### src/rtl/alu_dispatch.sv
// Decoded-instruction dispatcher: latches operands and ALU control, waits one EXEC cycle, holds the result until consumed.
// Optional feature: define ALU_DISPATCH_BRANCH_EN to decode BRANCH opcodes (otherwise they are illegal).
module alu_dispatch #(
  parameter logic [31:0] ILLEGAL_RESULT = 32'h0000_0000
) (
  input  logic        clk,
  input  logic        rst_n,
  input  logic        in_valid,
  output logic        in_ready,
  input  logic [6:0]  in_opcode,
  input  logic [2:0]  in_funct3,
  input  logic        in_funct7_5,
  input  logic [31:0] in_rs1_val,
  input  logic [31:0] in_rs2_val,
  input  logic [31:0] in_imm,
  output logic [31:0] Op1,
  output logic [31:0] Op2,
  output logic [3:0]  Alu_Control,
  input  logic [31:0] Alu_Result,
  input  logic        Zero_f,
  input  logic        Sign_f,
  input  logic        branch_u,
  output logic        out_valid,
  input  logic        out_ready,
  output logic [31:0] out_result,
  output logic        out_branch_taken,
  output logic        out_illegal
);

  localparam logic [6:0] OPC_OP     = 7'b0110011;
  localparam logic [6:0] OPC_OP_IMM = 7'b0010011;
  localparam logic [6:0] OPC_BRANCH = 7'b1100011;

  typedef enum logic [1:0] {IDLE, EXEC, DONE} state_t;

  state_t      state, state_nxt;
  logic        accept;
  logic [31:0] dec_op2;
  logic [3:0]  dec_ctrl;
  logic        dec_illegal;
  logic        dec_branch;
  logic        cls_illegal;
  logic        cls_branch;
  logic [2:0]  cls_funct3;
  logic        taken;
  logic        unused_flags;

  // Instruction decode
  always_comb begin
    dec_op2     = in_rs2_val;
    dec_ctrl    = '0;
    dec_illegal = 1'b0;
    dec_branch  = 1'b0;
    case (in_opcode)
      OPC_OP: begin
        dec_ctrl    = {in_funct3, in_funct7_5};
        dec_illegal = in_funct7_5 && (in_funct3 != 3'b000) && (in_funct3 != 3'b101);
      end
      OPC_OP_IMM: begin
        dec_op2     = in_imm;
        dec_ctrl    = {in_funct3, (in_funct3 == 3'b101) ? in_funct7_5 : 1'b0};
        dec_illegal = (in_funct3 == 3'b001) && in_funct7_5;
      end
`ifdef ALU_DISPATCH_BRANCH_EN
      OPC_BRANCH: begin
        dec_branch = 1'b1;
        case (in_funct3[2:1])
          2'b00:   dec_ctrl = 4'b0001;
          2'b10:   dec_ctrl = 4'b0100;
          2'b11:   dec_ctrl = 4'b0110;
          default: dec_illegal = 1'b1;
        endcase
      end
`endif
      default: dec_illegal = 1'b1;
    endcase
    if (dec_illegal) begin
      dec_ctrl   = '0;
      dec_branch = 1'b0;
    end
  end

  // State register
  always_ff @(posedge clk or negedge rst_n) begin
    if (!rst_n) state <= IDLE;
    else        state <= state_nxt;
  end

  // Next-state logic
  always_comb begin
    state_nxt = state;
    case (state)
      IDLE:    if (accept) state_nxt = EXEC;
      EXEC:    state_nxt = DONE;
      DONE:    if (accept) state_nxt = EXEC;
               else if (out_ready) state_nxt = IDLE;
      default: state_nxt = IDLE;
    endcase
  end

  // FSM outputs
  always_comb begin
    in_ready = (state == IDLE) || ((state == DONE) && out_ready);
    accept   = in_valid && in_ready;
  end

`ifdef ALU_DISPATCH_BRANCH_EN
  // funct3[0] inverts the sense of each compare (BNE/BGE/BGEU)
  always_comb begin
    taken = 1'b0;
    if (cls_branch) begin
      case (cls_funct3[2:1])
        2'b00:   taken = Zero_f ^ cls_funct3[0];
        2'b10:   taken = Alu_Result[0] ^ cls_funct3[0];
        2'b11:   taken = branch_u ^ cls_funct3[0];
        default: taken = 1'b0;
      endcase
    end
  end
  assign unused_flags = Sign_f;
`else
  assign taken        = 1'b0;
  assign unused_flags = ^{Sign_f, Zero_f, branch_u, cls_branch, cls_funct3};
`endif

  // Operand and result registers
  always_ff @(posedge clk or negedge rst_n) begin
    if (!rst_n) begin
      Op1              <= '0;
      Op2              <= '0;
      Alu_Control      <= '0;
      cls_illegal      <= 1'b0;
      cls_branch       <= 1'b0;
      cls_funct3       <= '0;
      out_valid        <= 1'b0;
      out_result       <= '0;
      out_branch_taken <= 1'b0;
      out_illegal      <= 1'b0;
    end else begin
      if (accept) begin
        Op1         <= in_rs1_val;
        Op2         <= dec_op2;
        Alu_Control <= dec_ctrl;
        cls_illegal <= dec_illegal;
        cls_branch  <= dec_branch;
        cls_funct3  <= in_funct3;
      end
      if (state == EXEC) begin
        out_valid        <= 1'b1;
        out_result       <= cls_illegal ? ILLEGAL_RESULT : Alu_Result;
        out_illegal      <= cls_illegal;
        out_branch_taken <= taken;
      end else if ((state == DONE) && out_ready) begin
        out_valid <= 1'b0;
      end
    end
  end

endmodule

### config.mk
export PLATFORM = sky130hd
export DESIGN_NAME = alu_dispatch
export DESIGN_NICKNAME = d
export VERILOG_FILES = /design/src/rtl/alu_dispatch.sv
export SDC_FILE = /design/constraint.sdc
export NUM_CORES = 1
export LEC_CHECK = 0
export ABC_AREA = 1
export CORE_AREA = 2 2 107 109
export CTS_CLUSTER_DIAMETER = 50
export CTS_CLUSTER_SIZE = 8
export DETAILED_ROUTE_END_ITERATION = 16
export DIE_AREA = 0 0 109 111
export PLACE_DENSITY = 0.85
export REMOVE_ABC_BUFFERS = 1
export SYNTH_ARGS = -nofsm -noshare
export SYNTH_HDL_FRONTEND = slang
export SYNTH_SLANG_ARGS = --single-unit
### constraint.sdc
create_clock -name clk -period 2.1 [get_ports clk]
set_input_delay 0.315 -clock clk [delete_from_list [all_inputs] [get_ports clk]]
set_output_delay 0.315 -clock clk [all_outputs]
set_load 0.02 [all_outputs]
==> impl_metrics.toml <==
[status]
outcome = "complete, no violations"

[setup_path]
critPathRequiredTime_ns = 1.78
ff2ff_setup_slack_ns = 0.44
critPathArrivalTime_ns = 1.72
r2r_start = "state[0]"
path_cells = "clkdlybuf4s50_1 -> inv_1 -> nand2_1 -> nand2_1 -> inv_1 -> clkdlybuf4s50_1"
r2r_cells = 5
r2r-end = "out_result[20]"
critical_path_class = "input port to output port"
critical_path.max_stage_delay_ns = 0.61
critPathCaptureType = "output port"
crit_slowest_cell = "clkdlybuf4s50_1"
startpoint_type = "input port"
cp_max_fo = 3

[layout]
layout_common_cells = "nand2_1 (280), clkdlybuf4s50_1 (244), dfrtp_1 (105)"
drive_gt1_frac = 0.04456
n_antenna_cell = 0
layout_commonest_cell = "nand2_1"
fin_area_um2 = 7397
nets = 904
syn_to_final_growth_pct = 65.05
regArea_um2 = 2628
num-fill-cells = 860
multi_input_area_um2 = 1643

[global_routing]
grt_first_pass_wirelength_um = 21790
grt_max_degree = 106
grt_pass1_vias = 4519
grt-ovfl-total = 0
track_usage = 0.2293
grt_antenna_before_repair = 0

[timing]
fmax_mhz = 492.3
worst_slack_ns = 0.06860
relSlewSlack = 0.5049
rsz0062_at_grt = "no"
finalMaxSlewViolations = 0
finClkSkew_ns = 0.006406
final-hold-violation-count = 0
period_needed_ns = 2.031
min_period_over_period = 0.9673
report.final.setup_viol = 0
tightest_slew_ns = 0.7409

[synth]
yosysTopAreaCellShare = 0.5863
ys_types = 19
ys_ff_latch = 105
syn-cell-area_um2 = 4482
synth_top_cell_by_area = "dfrtp_1"
ys_seq_area_frac = 0.5863
synth_warnings = 0
yosys-top-cells-area = "dfrtp_1 (59%), nand2_1 (23%), a22o_1 (6.3%)"
syn_inst = 520
syn_area_per_cell_um2 = 8.619

[drt]
antenna_left = 0
post_drt_via_cell_ratio = 4.845
via_count = 4390
dr.pass1.iters = 4
drc = 0
routedWlPerCell_um = 15.05
wl_um = 13640
first_iter_violations = 175

[floorplanning]
die_h_um = 111
coreArea_um2 = 11080
rows = 39
io_pins = 250
start_util = 0.4046
dieArea_um2 = 12100
die_width_um = 109

[clock_network]
hold_buffers = 0
worstSkewPairLatency_ns = 0.34
cts_tree = "done"
cts_resized = 0
cts_root_buffer = "clkbuf_16"
clk_pin_slew_worst_paths_ns = 0.07
htree_num_levels = 3
clockBufferDepth = 2
cts_setup_buffers = 0
numCtsBuffers = 9
numClockSinks = 105

[placed_design]
gp_congestion = 0.8393
postPlaceCellArea_um2 = 7076
io_buffers = 245
place_ws_ns = 0.07770
dp_hpwl_um = 9930

[power]
ir_worst_vdd_mv = 0.5971
p_per_area_nw_per_um2 = 1001
leakagePower_nw = 3.586

[worst_hold_path]
min_path_type = "input port to asynchronous set/reset pin"

[run]
drv_cap = 0
==> worst max path at each step <==
stage	from	to	slack, ns	depth (start not counted)
6_report	out_ready	in_ready	0.07	6
4_1_cts	out_ready	in_ready	0.07	6
5_1_grt	out_ready	in_ready	0.04	6
3_3_place_gp	out_ready	in_ready	0.11	6
3_5_place_dp	out_ready	in_ready	0.08	6
2_1_floorplan	state[0]	cls_illegal	-0.009	5
==> layer usage <==
metal	track usage	wire length [µm]
met2	0.3946	6897
met5	0	0
met1	0.2628	5166
met3	0.07995	1309
met4	0.07521	263
==> metrics by stage <==
stage               hold WS, ns  instances  setup TNS, ns    util  total power [mW]
global route            0.08622        906              0  0.6678             7.779
CTS                     0.06484        906              0  0.6678             7.454
detailed placement       0.4261        890              0  0.6388             5.648
global placement         0.4206        890              0  0.6388             5.571
finish                  0.03687        906              0  0.6678             7.401
floorplan               0.01941        490      -0.008930       -             4.044
==> cells by family (layout without fill, tap and decap cells) <==
group	after synthesis	count (layout)	share of synthesized area
compound gates	35	35	0.06588
flops	105	105	0.5863
simple gates	336	336	0.2998
other cells	1	1	0.0008367
buf+inv	43	286	0.04718
==> power by group <==
| part | internal (mW) | switching, mW | leakage [nW] |
|---|---|---|---|
| Combinational | 1.40 | 1.38 | 2.11 |
| Sequential | 2.53 | 0.296 | 1.33 |
| Clock | 1.05 | 0.745 | 0.149 |
| Total | 4.98 | 2.42 | 3.59 |
==> worst max-delay path: cells and delay by family <==
| kind | cells | cell delay, ns |
|---|---|---|
| buffers and inverters | 4 | 1.23 |
| and+or+nand+nor | 2 | 0.18 |
==> final cells by class <==
| cell class | instances | share of cell area |
|---|---|---|
| Sequential cell | 105 | 0.3552 |
| Timing Repair Buffer | 257 | 0.3484 |
| Multi-Input combinational cell | 372 | 0.2221 |
| Clock buffer | 10 | 0.03095 |
| Tap cell | 143 | 0.02419 |
| Clock inverter | 6 | 0.01252 |
| Inverter | 13 | 0.006597 |
==> registers in the layout, summed over array words and instances (netlist names) <==
name / flops
Op1: 32
Op2: 32
out_result: 32
Alu_Control: 4
state: 2
cls_illegal: 1
out_illegal: 1
out_valid: 1
==> Yosys cell counts <==
library cell	count
nand2_1	280
dfrtp_1	105
nand3_1	39
a22o_1	32
buf_2	16
inv_1	12
nor2_1	11
buf_4	8
clkbuf_1	5
a21oi_1	2
nand2_2	2
buf_1	1
conb_1	1
inv_2	1
nand3b_1	1
nor2_2	1
nor2_4	1
nor3b_4	1
o21ai_0	1
Power figures use the tool's default switching activity.
